[config.mk]
export PLATFORM = sky130hd
export DESIGN_NAME = dma_bus_arbiter_flat
export DESIGN_NICKNAME = d
export VERILOG_FILES = /design/src/rtl/dma_bus_arbiter_if.sv /design/src/rtl/dma_bus_arbiter.sv /design/src/flat_wrapper.sv
export SDC_FILE = /design/constraint.sdc
export NUM_CORES = 1
export LEC_CHECK = 0
export CAP_MARGIN = 20
export CORE_ASPECT_RATIO = 0.9
export CORE_MARGIN = 2
export CORE_UTILIZATION = 54
export CTS_CLUSTER_SIZE = 12
export DETAILED_ROUTE_END_ITERATION = 7
export MAX_ROUTING_LAYER = met4
export PLACE_DENSITY_LB_ADDON = 0.25
export SLEW_MARGIN = 20
export SYNTH_ARGS = -nofsm -noshare
export SYNTH_HDL_FRONTEND = slang
export SYNTH_SLANG_ARGS = --single-unit
[constraint.sdc]
create_clock -name CLK -period 3.75 [get_ports CLK]
set_input_delay 0.5625 -clock CLK [delete_from_list [all_inputs] [get_ports CLK]]
set_output_delay 0.5625 -clock CLK [all_outputs]
set_load 0.1 [all_outputs]
[src/rtl/dma_bus_arbiter_if.sv]
// Bus-ownership signals between the CPU memory stage, the DMA engine and the arbiter.
// BR/BG: the DMA raises BR as a level and holds it for the whole transfer; BG is
// asserted only while the arbiter owns nothing else on the bus, and the DMA may
// drive d_memory only while BG=1. Dropping BR ends the tenure.
interface dma_bus_arbiter_if;
  logic       BR;
  logic       dma_end;
  logic       cpu_mem_busy;
  logic       BG;
  logic       cpu_stall;
  logic       dma_done_irq;
  logic [7:0] tenure;
  logic [7:0] xfer_count;
  logic       grant_timeout;
  logic [2:0] dbg_state;

  modport master (
    output BR, dma_end, cpu_mem_busy,
    input  BG, cpu_stall, dma_done_irq, tenure, xfer_count, grant_timeout, dbg_state
  );

  modport slave (
    input  BR, dma_end, cpu_mem_busy,
    output BG, cpu_stall, dma_done_irq, tenure, xfer_count, grant_timeout, dbg_state
  );
endinterface

[src/rtl/dma_bus_arbiter.sv]
// Arbitrates the d_memory bus between CPU and DMA: drains CPU accesses before
// granting, stalls the CPU during DMA tenure, and keeps tenure/transfer bookkeeping.
module dma_bus_arbiter #(
    parameter int MAX_GRANT = 16,
    parameter int MIN_GAP   = 1
) (
    input logic              CLK,
    input logic              reset,
    dma_bus_arbiter_if.slave bus
);

    typedef enum logic [2:0] {
        IDLE     = 3'd0,
        DRAIN    = 3'd1,
        GRANT    = 3'd2,
        RELEASE  = 3'd3,
        COOLDOWN = 3'd4
    } state_t;

    localparam logic [7:0] MAX_GRANT_V = 8'(MAX_GRANT);
    localparam logic [3:0] GAP_INIT    = 4'(MIN_GAP);

    state_t     state;
    logic       bg;
    logic [3:0] gap;
    logic [7:0] tenure;
    logic [7:0] tenure_inc;
    logic [7:0] xfer_count;
    logic       grant_timeout;
    logic       dma_end_d;
    logic       dma_done_irq;

    always_comb begin
        tenure_inc = (tenure == 8'hFF) ? tenure : tenure + 8'd1;
    end

    always_ff @(posedge CLK) begin
        if (reset) begin
            state         <= IDLE;
            bg            <= 1'b0;
            gap           <= 4'd0;
            tenure        <= 8'd0;
            xfer_count    <= 8'd0;
            grant_timeout <= 1'b0;
            dma_end_d     <= 1'b0;
            dma_done_irq  <= 1'b0;
        end else begin
            dma_end_d    <= bus.dma_end;
            dma_done_irq <= bus.dma_end & ~dma_end_d;
            case (state)
                IDLE: begin
                    if (bus.BR) begin
                        if (!bus.cpu_mem_busy) begin
                            state  <= GRANT;
                            bg     <= 1'b1;
                            tenure <= 8'd0;
                        end else begin
                            state <= DRAIN;
                        end
                    end
                end
                DRAIN: begin
                    if (!bus.BR) begin
                        state <= IDLE;
                    end else if (!bus.cpu_mem_busy) begin
                        state  <= GRANT;
                        bg     <= 1'b1;
                        tenure <= 8'd0;
                    end
                end
                GRANT: begin
                    tenure <= tenure_inc;
                    if (tenure_inc == MAX_GRANT_V) grant_timeout <= 1'b1;
                    if (!bus.BR) begin
                        state      <= RELEASE;
                        bg         <= 1'b0;
                        xfer_count <= xfer_count + 8'd1;
                    end
                end
                RELEASE: begin
                    state <= COOLDOWN;
                    gap   <= GAP_INIT;
                end
                COOLDOWN: begin
                    // The IDLE cycle that follows counts toward the CPU's gap.
                    gap <= gap - 4'd1;
                    if (gap <= 4'd2) state <= IDLE;
                end
                default: begin
                    state <= IDLE;
                    bg    <= 1'b0;
                end
            endcase
        end
    end

    assign bus.BG            = bg;
    assign bus.cpu_stall     = (state == DRAIN) || (state == GRANT) || (state == RELEASE);
    assign bus.dma_done_irq  = dma_done_irq;
    assign bus.tenure        = tenure;
    assign bus.xfer_count    = xfer_count;
    assign bus.grant_timeout = grant_timeout;
    assign bus.dbg_state     = state;

endmodule

[src/flat_wrapper.sv]
// flat-port wrapper written by rule: the top's interface ports become plain ports
module dma_bus_arbiter_flat 
#(
    parameter int MAX_GRANT = 16,
    parameter int MIN_GAP   = 1
)
  (CLK, reset, bus_BR, bus_dma_end, bus_cpu_mem_busy, bus_BG, bus_cpu_stall, bus_dma_done_irq, bus_tenure, bus_xfer_count, bus_grant_timeout, bus_dbg_state);
  dma_bus_arbiter_if bus_i ();
  input logic CLK;
  input logic reset;
  input wire logic [$bits(bus_i.BR)-1:0] bus_BR;
  input wire logic [$bits(bus_i.dma_end)-1:0] bus_dma_end;
  input wire logic [$bits(bus_i.cpu_mem_busy)-1:0] bus_cpu_mem_busy;
  output wire logic [$bits(bus_i.BG)-1:0] bus_BG;
  output wire logic [$bits(bus_i.cpu_stall)-1:0] bus_cpu_stall;
  output wire logic [$bits(bus_i.dma_done_irq)-1:0] bus_dma_done_irq;
  output wire logic [$bits(bus_i.tenure)-1:0] bus_tenure;
  output wire logic [$bits(bus_i.xfer_count)-1:0] bus_xfer_count;
  output wire logic [$bits(bus_i.grant_timeout)-1:0] bus_grant_timeout;
  output wire logic [$bits(bus_i.dbg_state)-1:0] bus_dbg_state;
  assign bus_i.BR = bus_BR;
  assign bus_i.dma_end = bus_dma_end;
  assign bus_i.cpu_mem_busy = bus_cpu_mem_busy;
  assign bus_BG = bus_i.BG;
  assign bus_cpu_stall = bus_i.cpu_stall;
  assign bus_dma_done_irq = bus_i.dma_done_irq;
  assign bus_tenure = bus_i.tenure;
  assign bus_xfer_count = bus_i.xfer_count;
  assign bus_grant_timeout = bus_i.grant_timeout;
  assign bus_dbg_state = bus_i.dbg_state;
  dma_bus_arbiter #(.MAX_GRANT(MAX_GRANT), .MIN_GAP(MIN_GAP)) u_core (.CLK(CLK), .reset(reset), .bus(bus_i));
endmodule
== Word-level counts from Yosys, hierarchy flattened ==
Cells that the tools add are included.
Word-level totals
  flip-flop bits (word level): 27
  input bits: 5
  output and inout port bits: 23
  word-level logic and storage cells: 56
Operators by class
  add/sub/neg operators: 3
  order comparisons: 1
  eq/ne operators: 12
  muxes and demuxes: 16
  bitwise operators: 4
  reduce and logical (&&, ||, !) cells: 12
Operators by type and width (count)
  two-way mux 8 bit: 3
  adder 8 x 1 -> 8 bit, second input constant: 2
  case mux 8 bit (2 select lines): 1
  two-way mux 3 bit: 5
  case mux 3 bit (5 select lines): 1
  equality test 8 x 5 -> 1 bit, second input constant: 1
  equality test 8 bit, second input constant: 1
  case mux 4 bit (2 select lines): 1
  AND reduction 4 bit: 2
  equality test 3 x 2 -> 1 bit, second input constant: 2
  inequality test 2 bit, second input constant: 3
  less-or-equal comparator 4 x 2 -> 1 bit, second input constant: 1
  inequality test 2 x 1 -> 1 bit, second input constant: 2
  AND reduction 2 bit: 2
  nonzero test 2 bit: 2
  OR reduction 2 bit: 2
  subtractor 4 x 1 -> 4 bit, second input constant: 1
  equality test 3 x 1 -> 1 bit, second input constant: 1
  equality test 3 bit, second input constant: 1
  logical NOT 3 bit: 1
  two-way mux 1 bit: 3
  inequality test 3 bit, second input constant: 1
  NOT 1 bit: 3
  case mux 1 bit (3 select lines): 1
  4 further kinds: 5

== Depth between registers and ports, before layout ==
Gate-level depths: netlist (run 1).
  depth in word-level cells: 4
  mapped depth: 6
  gate-level depth less buffers: 5

== Worst setup path before layout (run 1) ==
Ideal clock, no wire load.
  path type: register to output
  start point: register u_core.state[0] (netlist: u_core.bus.dbg_state[0])
  end point: output bus_cpu_stall
  data arrival time: 2.675 ns
  data required time: 3.188 ns
  slack: 0.512 ns
  stages on the path, launching flop included: 4
  path buffers: 1
  path through: dfxtp_1 > clkbuf_1 > nor2_1 > nor2_1
Between the ends
  word-level cells in the longest chain between the ends: 3
  elaborated cells between the ends (all ways): 5
  those cells by class: eq/ne (3); reduce/logical (2)
RTL lines
  start: declaration: RTL line dma_bus_arbiter.sv:23  | state_t state;
  start signal: assignment: RTL line dma_bus_arbiter.sv:39  | state <= IDLE;
  start signal: assignment: RTL line dma_bus_arbiter.sv:54  | state <= GRANT;
  start signal: assignment: RTL line dma_bus_arbiter.sv:58  | state <= DRAIN;
  equality test 3 x 1 -> 1 bit / equality test 3 x 2 -> 1 bit (equally long branches): RTL line dma_bus_arbiter.sv:98  | assign bus.cpu_stall = (state == DRAIN) || (state == GRANT) || (state == RELEASE);
  logical OR 1 bit: RTL line dma_bus_arbiter.sv:98
  logical OR 1 bit (*): RTL line dma_bus_arbiter.sv:98
  end: declaration: RTL line flat_wrapper.sv:15  | output wire logic [$bits(bus_i.cpu_stall)-1:0] bus_cpu_stall;
Mark *: on every way between the ends. The rest lies on a longest branch, timed or not.

== Final worst setup path (run 1) ==
Same ends and word-level chain as after synthesis.

==> Implementation_results.wiki, run 1 <==
{| class="wikitable"
! Metric !! Value
|-
| Result of the run || finished, final reports clean
|-
| Master cell of the clock root buffer || clkbuf_4
|-
| Part of the total power dissipated in sequential elements || a little under three fifths
|-
| Final setup skew || 3.61 ps
|-
| Number of flip-flops and latches in the synthesized netlist || 27
|-
| Chip Height || 52.0 microns
|-
| Core area || 2450 sq um
|-
| Number of warnings reported in the yosys synthesis log || 0
|-
| Area delta synth->final || 22.0%
|-
| Fillcell total || 201
|-
| Least-Margin Pin Slew || 969 ps
|-
| Nets@finish || roughly 200
|-
| Number of slew-limit violations in the final report || 0
|-
| Distinct cell type count after synthesis || 40
|-
| Cell type with the highest occurrence count on the critical path || nor2_1
|-
| Worst EP required || 3190 ps
|-
| Iteration count of the initial detailed-routing pass || 4
|-
| Top sig layer || met4
|-
| Fraction of layout instances using a drive strength above 1 || 4.66%
|-
| Destination of the worst register-to-register timing path || u_core.bus.grant_timeout
|-
| Startpoint of the lowest-slack hold path || u_core.dma_end_d
|-
| Horizontal extent of the die || 57.3 microns
|-
| Ports || 28
|-
| Delay contributed by the slowest stage of the critical path || 1140 ps
|-
| Combinational share of power || a little under 20%
|-
| M1 WL || approximately 1400 microns
|-
| Clock power frac || 23.8%
|-
| Clock slew at reported path FFs || 150 ps
|-
| Number of DRC violations after detailed-routing iteration 0 || 46
|-
| Final routed wirelength across all metal layers || 3000 microns
|-
| Met2 routed wirelength || 1430 microns
|-
| Worst Setup Path Type || reg2out
|-
| DR WL/cell || 13.6 microns
|-
| Final-report setup violation count || 0
|-
| Mapped Nets || 179
|-
| Final weighted congestion in routability-driven placement || 0.953
|-
| Portion of the post-synthesis area used by sequential elements || 39.2%
|-
| Vias after detailed routing || 1335
|-
| Antenna violations before repair || 0
|-
| Max cap viols || 0
|-
| Switching share of power || 32.6%
|-
| Hold-fix buffers, CTS || 0
|-
| TritonCTS clock tree || done
|-
| Final setup margin || 845 ps
|-
| Wire length of the first global-routing pass || 4930 microns
|-
| Total number of H-tree levels || 1
|-
| Fraction of synthesis flops using an asynchronous set or reset pin || 0%
|-
| Max-slew headroom at the worst pin || 35.2%
|-
| Total Neg Setup Slack || 0 ps
|-
| Highest net fanout along the worst path || 15
|-
| Startpoint of the lowest-slack register-to-register path || u_core.bus.dbg_state[2]
|-
| Max frequency || 0.344 GHz
|-
| Antenna Diode Count || 0
|-
| Cts bufs inserted || 3
|-
| Clock insertion delay at the later pin of the skew report || 330 ps
|-
| EDFF count, synth || 0
|-
| Pin count of the biggest net entering global routing || 28
|-
| Worst ir drop on vdd || 0.343 mV
|-
| Worst R2R Setup Slack || 1810 ps
|-
| Hold Path End || u_core.bus.dma_done_irq
|-
| Cell area after synthesis || 1380 sq um
|-
| Area of the die || 2980 sq um
|-
| Crit end category || primary output
|-
| Class of the tightest hold or removal check || reg2reg
|-
| Most used flip-flop cell after synthesis || dfxtp_1
|-
| Slowest stage cell on the critical path || clkdlybuf4s50_1
|-
| Total internal power || 0.363 mW
|-
| Final period util || between 70 and 80%
|-
| Sink Count || 27
|-
| Area after detailed placement || 1660 sq um
|-
| Via-to-Cell Ratio || 6.04
|-
| Remaining antenna violation count after routing || 0
|-
| Remaining routing DRC violations || 0
|-
| Cell chain of the critical path || nor2_1, nor2_1, clkdlybuf4s50_1
|-
| Total leakage power || 0.542 nW
|-
| Global route total overflow || 0
|-
| Net Switching || 0.175 mW
|-
| Hold slack final || around 390 ps
|-
| Number of port buffers || 27
|-
| Final critical delay including setup and external delays || 2900 ps
|-
| Maximum clock insertion buffer count || 2
|-
| Power density relative to cell area || 320 nW/um^2
|-
| Total half-perimeter wirelength after legalization and detailed placement || 2150 microns
|-
| Post-CTS resize count || 0
|-
| Post-synthesis area per instance || between 8 and 9 sq um
|-
| Vias in the first global route || ~1.1k
|-
| Setup repair after global routing missed its margin || false
|-
| Count of final hold-check violations || 0
|-
| Category of the worst setup path launch point || register
|-
| Crit path DAT || 2340 ps
|-
| Synth Instances || 170
|-
| Post-CTS setup buffer count || 0
|-
| Hold Crit Depth || 1
|-
| Total global-route track usage || roughly 22%
|-
| Number of cell instances on the worst register-to-register path || 4
|-
| Routed length on met3 || 160 microns
|-
| Setup Slack @ Placement || ~1200 ps
|-
| Initial Util || 56.4%
|-
| Number of placement rows || 17
|-
| Design Area, Final || around 1700 sq um
|}
routing by layer:
layer | up-vias | GRT usage [%]
li1 | 667 | -
met1 | 626 | 26.2
met2 | 38 | 35.6
met3 | 4 | 5.47
met4 | 0 | 6.59
met5 | - | -
state kept, by name, indices dropped and copies added, names as in the netlist:
signal / cells
u_core.bus.tenure: 8
u_core.dma_end_d: 1
u_core.bus.grant_timeout: 1
u_core.gap: 4
u_core.bus.dbg_state: 3
u_core.bus.xfer_count: 8
u_core.bus.BG: 1
u_core.bus.dma_done_irq: 1
per-stage QoR:
step / util, % / cells / power [mW]
final: 68.8 / 221 / 0.539
after global routing: 68.8 / 221 / 0.558
after CTS: 68.8 / 221 / 0.543
after detailed placement: 67.7 / 217 / 0.416
after global placement: 67.7 / 217 / 0.413
after floorplan: - / 170 / 0.390
power groups by stage:
stage	clock [mW]	sequential [mW]	combinational [mW]
floorplan	0	0.344	0.0458
global placement	0	0.309	0.104
detailed placement	0	0.311	0.105
CTS	0.132	0.304	0.106
global route	0.140	0.306	0.112
finish	0.128	0.304	0.106
cell usage in the layout (no fill, tap or decap), types with 2 or more instances in the layout:
cell and count:
a2111oi_0 2, o21ai_0 7, nand4_1 5, o32ai_1 2, a211oi_1 6, nor3_1 11
inv_1 3, mux2_2 2, nand3_1 3, xnor2_1 4, a21oi_1 12, nor3b_1 2
nor4_1 2, clkdlybuf4s50_1 27, dfxtp_1 27, ha_1 4, nor2b_1 4, nand2_1 13
clkbuf_4 3, nor2_1 25, xor2_1 3, nand2b_1 2, and3_1 3, o31ai_1 3
worst max-delay path: cells and delay by family, from the launching register on:
kind,cells,cell delay (ps)
buffers and inverters,1,1140
flip-flops,1,630
AND/OR/NAND/NOR,2,240
synth_stat cells, types with 2 or more instances:
cell type  number  area, sq um
a2111oi_0       2         17.5
a211oi_1        6         45.0
a21oi_1        12         60.1
and3_1          3         18.8
buf_2           2         10.0
clkbuf_1        7         26.3
dfxtp_1        27          541
ha_1            4         50.1
inv_1           3         11.3
mux2_2          2         22.5
nand2_1        13         48.8
nand2b_1        2         12.5
nand3_1         3         15.0
nand4_1         5         31.3
nor2_1         25         93.8
nor2b_1         4         25.0
nor3_1         11         55.1
nor3b_1         2         15.0
nor4_1          2         12.5
o21ai_0         7         35.0
o31ai_1         3         22.5
o32ai_1         2         17.5
xnor2_1         4         35.0
xor2_1          3         26.3
logic make-up after synthesis:
family,after synthesis,share of synthesized area [%]
AO/OA/AOI/OAI,41,19.5
XOR/XNOR,7,4.44
adder cells (fa/ha/maj),4,3.63
buffers and inverters,12,3.45
flip-flops,27,39.2
multiplexers,2,1.63
AND/OR/NAND/NOR,77,28.2
cell type report:
type / count / area, sq um / share of cell area (%)
Clock buffer: 3 / 22.5 / 1.34
Clock inverter: 1 / 5.00 / 0.297
Inverter: 3 / 11.3 / 0.669
Multi-Input combinational cell: 131 / 792 / 47.0
Sequential cell: 27 / 541 / 32.1
Tap cell: 28 / 35.0 / 2.08
Timing Repair Buffer: 28 / 278 / 16.5
how the worst max path moves through the flow:
stage                            start             to  slack [ps]
2_1_floorplan  u_core.bus.dbg_state[0]  bus_cpu_stall         510
3_3_place_gp   u_core.bus.dbg_state[0]  bus_cpu_stall        1290
3_5_place_dp   u_core.bus.dbg_state[0]  bus_cpu_stall        1230
4_1_cts        u_core.bus.dbg_state[0]  bus_cpu_stall         830
5_1_grt        u_core.bus.dbg_state[0]  bus_cpu_stall         730
6_report       u_core.bus.dbg_state[0]  bus_cpu_stall         850
Power figures use the tool's default switching activity.
==> run 2: changes to the inputs <==
--- a/config.mk
+++ b/config.mk
@@ -8,7 +8,7 @@
 export CAP_MARGIN = 20
 export CORE_ASPECT_RATIO = 0.9
 export CORE_MARGIN = 2
-export CORE_UTILIZATION = 54
+export CORE_UTILIZATION = 45
 export CTS_CLUSTER_SIZE = 12
 export DETAILED_ROUTE_END_ITERATION = 7
 export MAX_ROUTING_LAYER = met4
==> constraint.sdc (replaced) <==
create_clock -name CLK -period 2.6 [get_ports CLK]
set_input_delay 0.39 -clock CLK [delete_from_list [all_inputs] [get_ports CLK]]
set_output_delay 0.39 -clock CLK [all_outputs]
set_load 0.1 [all_outputs]
==> Implementation_results.wiki, run 2 (synthesis gave the netlist of run 1 again) <==
{| class="wikitable"
! Metric !! Value
|-
| Slowest stage cell on the critical path || dfxtp_1
|-
| Max frequency || between 0.5 and 0.6 GHz
|-
| Clock slew at reported path FFs || 140 ps (about the same)
|-
| Number of slew-limit violations in the final report || 0 (unchanged)
|-
| Total number of H-tree levels || 1 (unchanged)
|-
| Wire length of the first global-routing pass || 5770 microns (+17%)
|-
| Final setup margin || 656 ps (-189 ps)
|-
| Initial Util || 46.1% (-10 points)
|-
| Master cell of the clock root buffer || clkbuf_4
|-
| Total half-perimeter wirelength after legalization and detailed placement || 2340 microns (+9.0%)
|-
| Setup Slack @ Placement || 501 ps (-728 ps)
|-
| Vias in the first global route || 1306 (+16%)
|-
| Met2 Track Usage GR || 33.4% (-2.2 points)
|-
| Antenna Diode Count || 0 (unchanged)
|-
| DR WL/cell || 13.9 microns (+2.5%)
|-
| Commonest cells after routing, fill and taps aside || dfxtp_1 (27), buf_4 (25), nor2_1 (24)
|-
| Crit end category || primary output
|-
| Worst EP required || 2210 ps (-980 ps)
|-
| Total Neg Setup Slack || 0 ps (unchanged)
|-
| Startpoint of the lowest-slack hold path || u_core.dma_end_d
|-
| Final weighted congestion in routability-driven placement || 0.851 (-11%)
|-
| Startpoint of the lowest-slack register-to-register path || u_core.bus.dbg_state[2]
|-
| Final setup skew || 9.91 ps (+6.30 ps)
|-
| Post-CTS resize count || 0 (unchanged)
|-
| Class of the tightest hold or removal check || reg2reg
|-
| Global route total overflow || 0 (unchanged)
|-
| Number of cell instances on the worst register-to-register path || 3 (-1)
|-
| Sink Count || 27 (unchanged)
|-
| Max cap viols || 0 (unchanged)
|-
| Least-Margin Pin Slew || 578 ps (-391 ps)
|-
| Final period util || 74.8%
|-
| Hold Path End || u_core.bus.dma_done_irq
|-
| Power density relative to cell area || 465 nW/um^2 (+45%)
|-
| Final Power || 0.772 mW (+43%)
|-
| Area delta synth->final || 20.2%
|-
| Number of DRC violations after detailed-routing iteration 0 || 67 (+46%)
|-
| Number of port buffers || 27 (unchanged)
|-
| Met1 Use GR || 24.3% (-1.9 points)
|-
| Global route hottest layer || met2
|-
| Category of the worst setup path launch point || register
|-
| Chip Height || 56.5 microns (+8.8%)
|-
| Via-to-Cell Ratio || 5.78 (-4.4%)
|-
| Delay contributed by the slowest stage of the critical path || 660 ps (-480 ps)
|-
| Leading registers by flop count || u_core.bus.tenure x8, u_core.bus.xfer_count x8, u_core.gap x4
|-
| Clock insertion delay at the later pin of the skew report || 330 ps (about the same)
|-
| Count of final hold-check violations || 0 (unchanged)
|-
| Final critical delay including setup and external delays || between 1500 and 2000 ps
|-
| Hold-fix buffers, CTS || 0 (unchanged)
|-
| Horizontal extent of the die || 62.4 microns (+8.9%)
|-
| Result of the run || finished, final reports clean
|-
| Most frequent standard cell in the layout excluding fill and tap cells || dfxtp_1
|-
| Ports || 28 (unchanged)
|-
| Total global-route track usage || 20.4% (-1.2 points)
|-
| Final routed wirelength across all metal layers || 3280 microns (+9.5%)
|-
| Worst R2R Setup Slack || 840 ps (-970 ps)
|-
| Post-CTS setup buffer count || 0 (unchanged)
|-
| Fraction of layout instances using a drive strength above 1 || 17.5% (+13 points)
|-
| Remaining routing DRC violations || 0 (unchanged)
|-
| Core area || 3000 sq um (+22%)
|-
| Pin count of the biggest net entering global routing || 27 (-3.6%)
|-
| Worst ir drop on vdd || 0.304 mV (-12%)
|-
| Crit path DAT || 1550 ps (-790 ps)
|-
| Total leakage power || 0.593 nW (+9.4%)
|-
| Maximum clock insertion buffer count || 2 (unchanged)
|-
| Remaining antenna violation count after routing || 0 (unchanged)
|-
| Area of the die || 3530 sq um (+18%)
|-
| Cell chain of the critical path || nor2_1, nor2_4, buf_4
|-
| Cts bufs inserted || 3 (unchanged)
|-
| Destination of the worst register-to-register timing path || u_core.gap[3]
|-
| Number of placement rows || 19 (+2)
|-
| Final-report setup violation count || 0 (unchanged)
|-
| GRT met3 Usage || 6.61% (+1.1 points)
|-
| Nets@finish || 204 (+0.49%)
|-
| Highest net fanout along the worst path || 15 (unchanged)
|-
| Setup repair after global routing missed its margin || false
|-
| Max-slew headroom at the worst pin || 61.4% (+26 points)
|-
| TritonCTS clock tree || done
|-
| Iteration count of the initial detailed-routing pass || 4 (unchanged)
|-
| Hold Crit Depth || 1 (unchanged)
|-
| Vias after detailed routing || 1363 (+2.1%)
|-
| Antenna violations before repair || 0 (unchanged)
|-
| Worst Setup Path Type || reg2out
|}
==> run 2: cell type report <==
type | count | area, sq um
timing repair buffer | 29 | 228
sequential | 27 | 541
fill | 297 | 1340
inverter | 3 | 11.3
multi-input combinational | 131 | 800
clock inverter | 1 | 5.00
clock buffer | 3 | 22.5
tap | 42 | 52.6
==> run 2: layer usage <==
layer,share of wire [%],routed length (microns),vias up
met5,0,0,-
met4,0.76,25,0
met3,8.2,268,6
met2,46,1510,49
met1,45,1480,639
li1,-,-,669
==> run 2: worst max-delay path: cells and delay by family (launching register included) <==
| family | cells | cell delay [ps] |
|---|---|---|
| flops | 1 | 660 |
| buf+inv | 1 | 290 |
| simple gates | 2 | 270 |
==> run 2: worst max-delay path by stage <==
| stage | to | from | cells after the start | slack, ps |
|---|---|---|---|---|
| 2_1_floorplan | bus_cpu_stall | u_core.bus.dbg_state[0] | 3 | 280 |
| 3_3_place_gp | u_core.bus.tenure[3] | bus_BR | 5 | 610 |
| 3_5_place_dp | u_core.bus.tenure[3] | bus_BR | 5 | 500 |
| 4_1_cts | bus_cpu_stall | u_core.bus.dbg_state[0] | 3 | 670 |
| 5_1_grt | bus_cpu_stall | u_core.bus.dbg_state[0] | 3 | 500 |
| 6_report | bus_cpu_stall | u_core.bus.dbg_state[0] | 3 | 660 |
==> run 2: metrics by stage <==
stage          cells  instance area [sq um]  util [%]  hold WS [ps]
5_1_grt          236                   1660      55.4           436
6_report         236                   1660      55.4           400
2_1_floorplan    170                   1390         -           367
3_3_place_gp     232                   1630      54.5           376
4_1_cts          236                   1660      55.4           404
3_5_place_dp     232                   1630      54.5           385
==> run 2: report_power, final <==
part	switching (mW)	leakage [nW]	internal, mW
sequential	0.0156	0.219	0.424
clock	0.121	0.0177	0.0577
combinational	0.112	0.356	0.0410
==> patch: new RTL, config.mk and constraints of run 2 <==
Make the reset (`reset`) asynchronous in one clocked block.
--- a/src/rtl/dma_bus_arbiter.sv
+++ b/src/rtl/dma_bus_arbiter.sv
@@ -35,5 +35,5 @@
     end
 
-    always_ff @(posedge CLK) begin
+    always_ff @(posedge CLK or posedge reset) begin
         if (reset) begin
             state         <= IDLE;
Check against the original RTL: differs if reset is asserted again (counterexample within 4 cycles, from zero or initial values and one cycle with reset high); with reset held inactive, the same outputs for 10 cycles.
==> patch against run 2 <==
- largest cell class unchanged
- die area up 6.1%
- register-to-register slack better by 20 ps
- cell area up 4.0%
- via count down 13%
- worst setup slack better by 150 ps
- clock skew down 7.9 ps
- fmax up 8.2%
- sequential cell count unchanged
- wire length down 14%
- area after synthesis up 6.5%
- critical endpoint is now bus_dbg_state[2]
Power is not shown: default switching activity piles up to over one toggle a cycle in this logic, so the estimate is an artifact.
==> patch: results (changes against run 2) <==
Status
  – Run status: completed

Synth
  – Share of synthesized flip-flops with an asynchronous set or reset: 100% (+100 points)
  – Sequential cell area fraction in the yosys report: 46.0% (+6.8 points)
  – List of most frequent post-synthesis cells: 27 x sky130_fd_sc_hd__dfrtp_1, 15 x sky130_fd_sc_hd__a21oi_1, 11 x sky130_fd_sc_hd__nor2_1
  – Cell variety after synth: 47 (+18%)
  – Mapped Nets: 156 (-13%)

Global route
  – Global router's overall resource usage: 17.4% (-3.0 points)
  – Via count of the first global-routing pass: 1083 (-17%)
  – Global-route wire length before repair: 4.96 mm (-14%)
  – Met2 track demand over resource in global routing: 28.3% (-5.1 points)
  – Pin count of the biggest net entering global routing: 28 (+3.7%)

Worst setup path
  – Worst reg2reg path depth: 5 (+2)
  – Highest net fanout along the worst path: 13 (-2)
  – Worst path arrival time: 1410 ps (-140 ps)
  – Largest incremental delay on the critical path: 700 ps (+40 ps)
  – Slowest stage cell, crit path: sky130_fd_sc_hd__dfrtp_1

Routing
  – Wirelength, routed: 2.84 mm (-14%)
  – Iteration-0 DRC Markers: 58 (-13%)
  – Met2 routed wirelength: 1.42 mm (-6.1%)
  – Metal3 WL: 85 µm (-68%)
  – Vias per std cell: 5.55 (-3.9%)

Timing
  – Worst Max-Slew Pin Slew: 530 ps (-48.2 ps)
  – Final clock skew: 2.00 ps (-7.91 ps)

Finish
  – Layout cells sized above 1: 22.8% (+5.3 points)
  – Fill cells: 292 (-1.7%)
  – Fin nets: 181 (-11%)

Clock network
  – Clk_lat worst skew: 310 ps (-20 ps)

Placement
  – Post-detailed-placement half-perimeter wirelength: 2.09 mm (-11%)
==> patch: cell count changes after synthesis, sizes merged, moves of 4 or more <==
cell / run 2 / this run
a211oi: 6 / 0
a21oi: 12 / 16
buf: 2 / 6
clkbuf: 7 / 2
dfrtp: 0 / 27
dfxtp: 27 / 0
nor2: 25 / 12
nor3: 11 / 2
==> patch: per-stage QoR <==
stage	std cells	hold slack [ps]	worst slack [ps]	util [%]	instance area, µm²
2_1_floorplan	147	378	186	-	1470
3_3_place_gp	209	389	540	55.0	1700
3_5_place_dp	209	392	506	55.0	1700
4_1_cts	213	410	790	55.8	1730
5_1_grt	213	436	689	55.8	1730
6_report	213	408	803	55.8	1730
==> patch: path summary, 6_finish.rpt <==
check,startpoint,to,slack (ps)
max,u_core.bus.dbg_state[2],bus_dbg_state[2],800
min,u_core.dma_end_d,u_core.bus.dma_done_irq,410
max reg2reg,u_core.bus.tenure[0],u_core.bus.grant_timeout,860
min reg2reg,u_core.dma_end_d,u_core.bus.dma_done_irq,410
max in group asynchronous,reset,u_core.bus.grant_timeout,1930
min in group asynchronous,reset,u_core.dma_end_d,420
==> patch: layout make-up <==
class                      instances  area, µm²  share of cell area [%]
sequential                        27        676                    39.2
inverter                           6       22.5                    1.31
clock buffer                       4       26.3                    1.52
tap                               42       52.6                    3.05
timing repair buffer              28        220                    12.8
multi-input combinational        106        728                    42.2
==> patch: kinds of logic (layout without fill, tap and decap cells) <==
| family | after synthesis | after routing | share of synthesized area, % |
|---|---|---|---|
| DFF | 27 | 27 | 46.0 |
| muxes | 2 | 2 | 1.45 |
| and+or+nand+nor | 51 | 51 | 19.9 |
| AOI/OAI and AO/OA | 41 | 41 | 19.8 |
| xor gates and xnor gates | 8 | 8 | 4.77 |
| buffers and inverters | 14 | 38 | 4.68 |
| adders and majority gates | 4 | 4 | 3.40 |
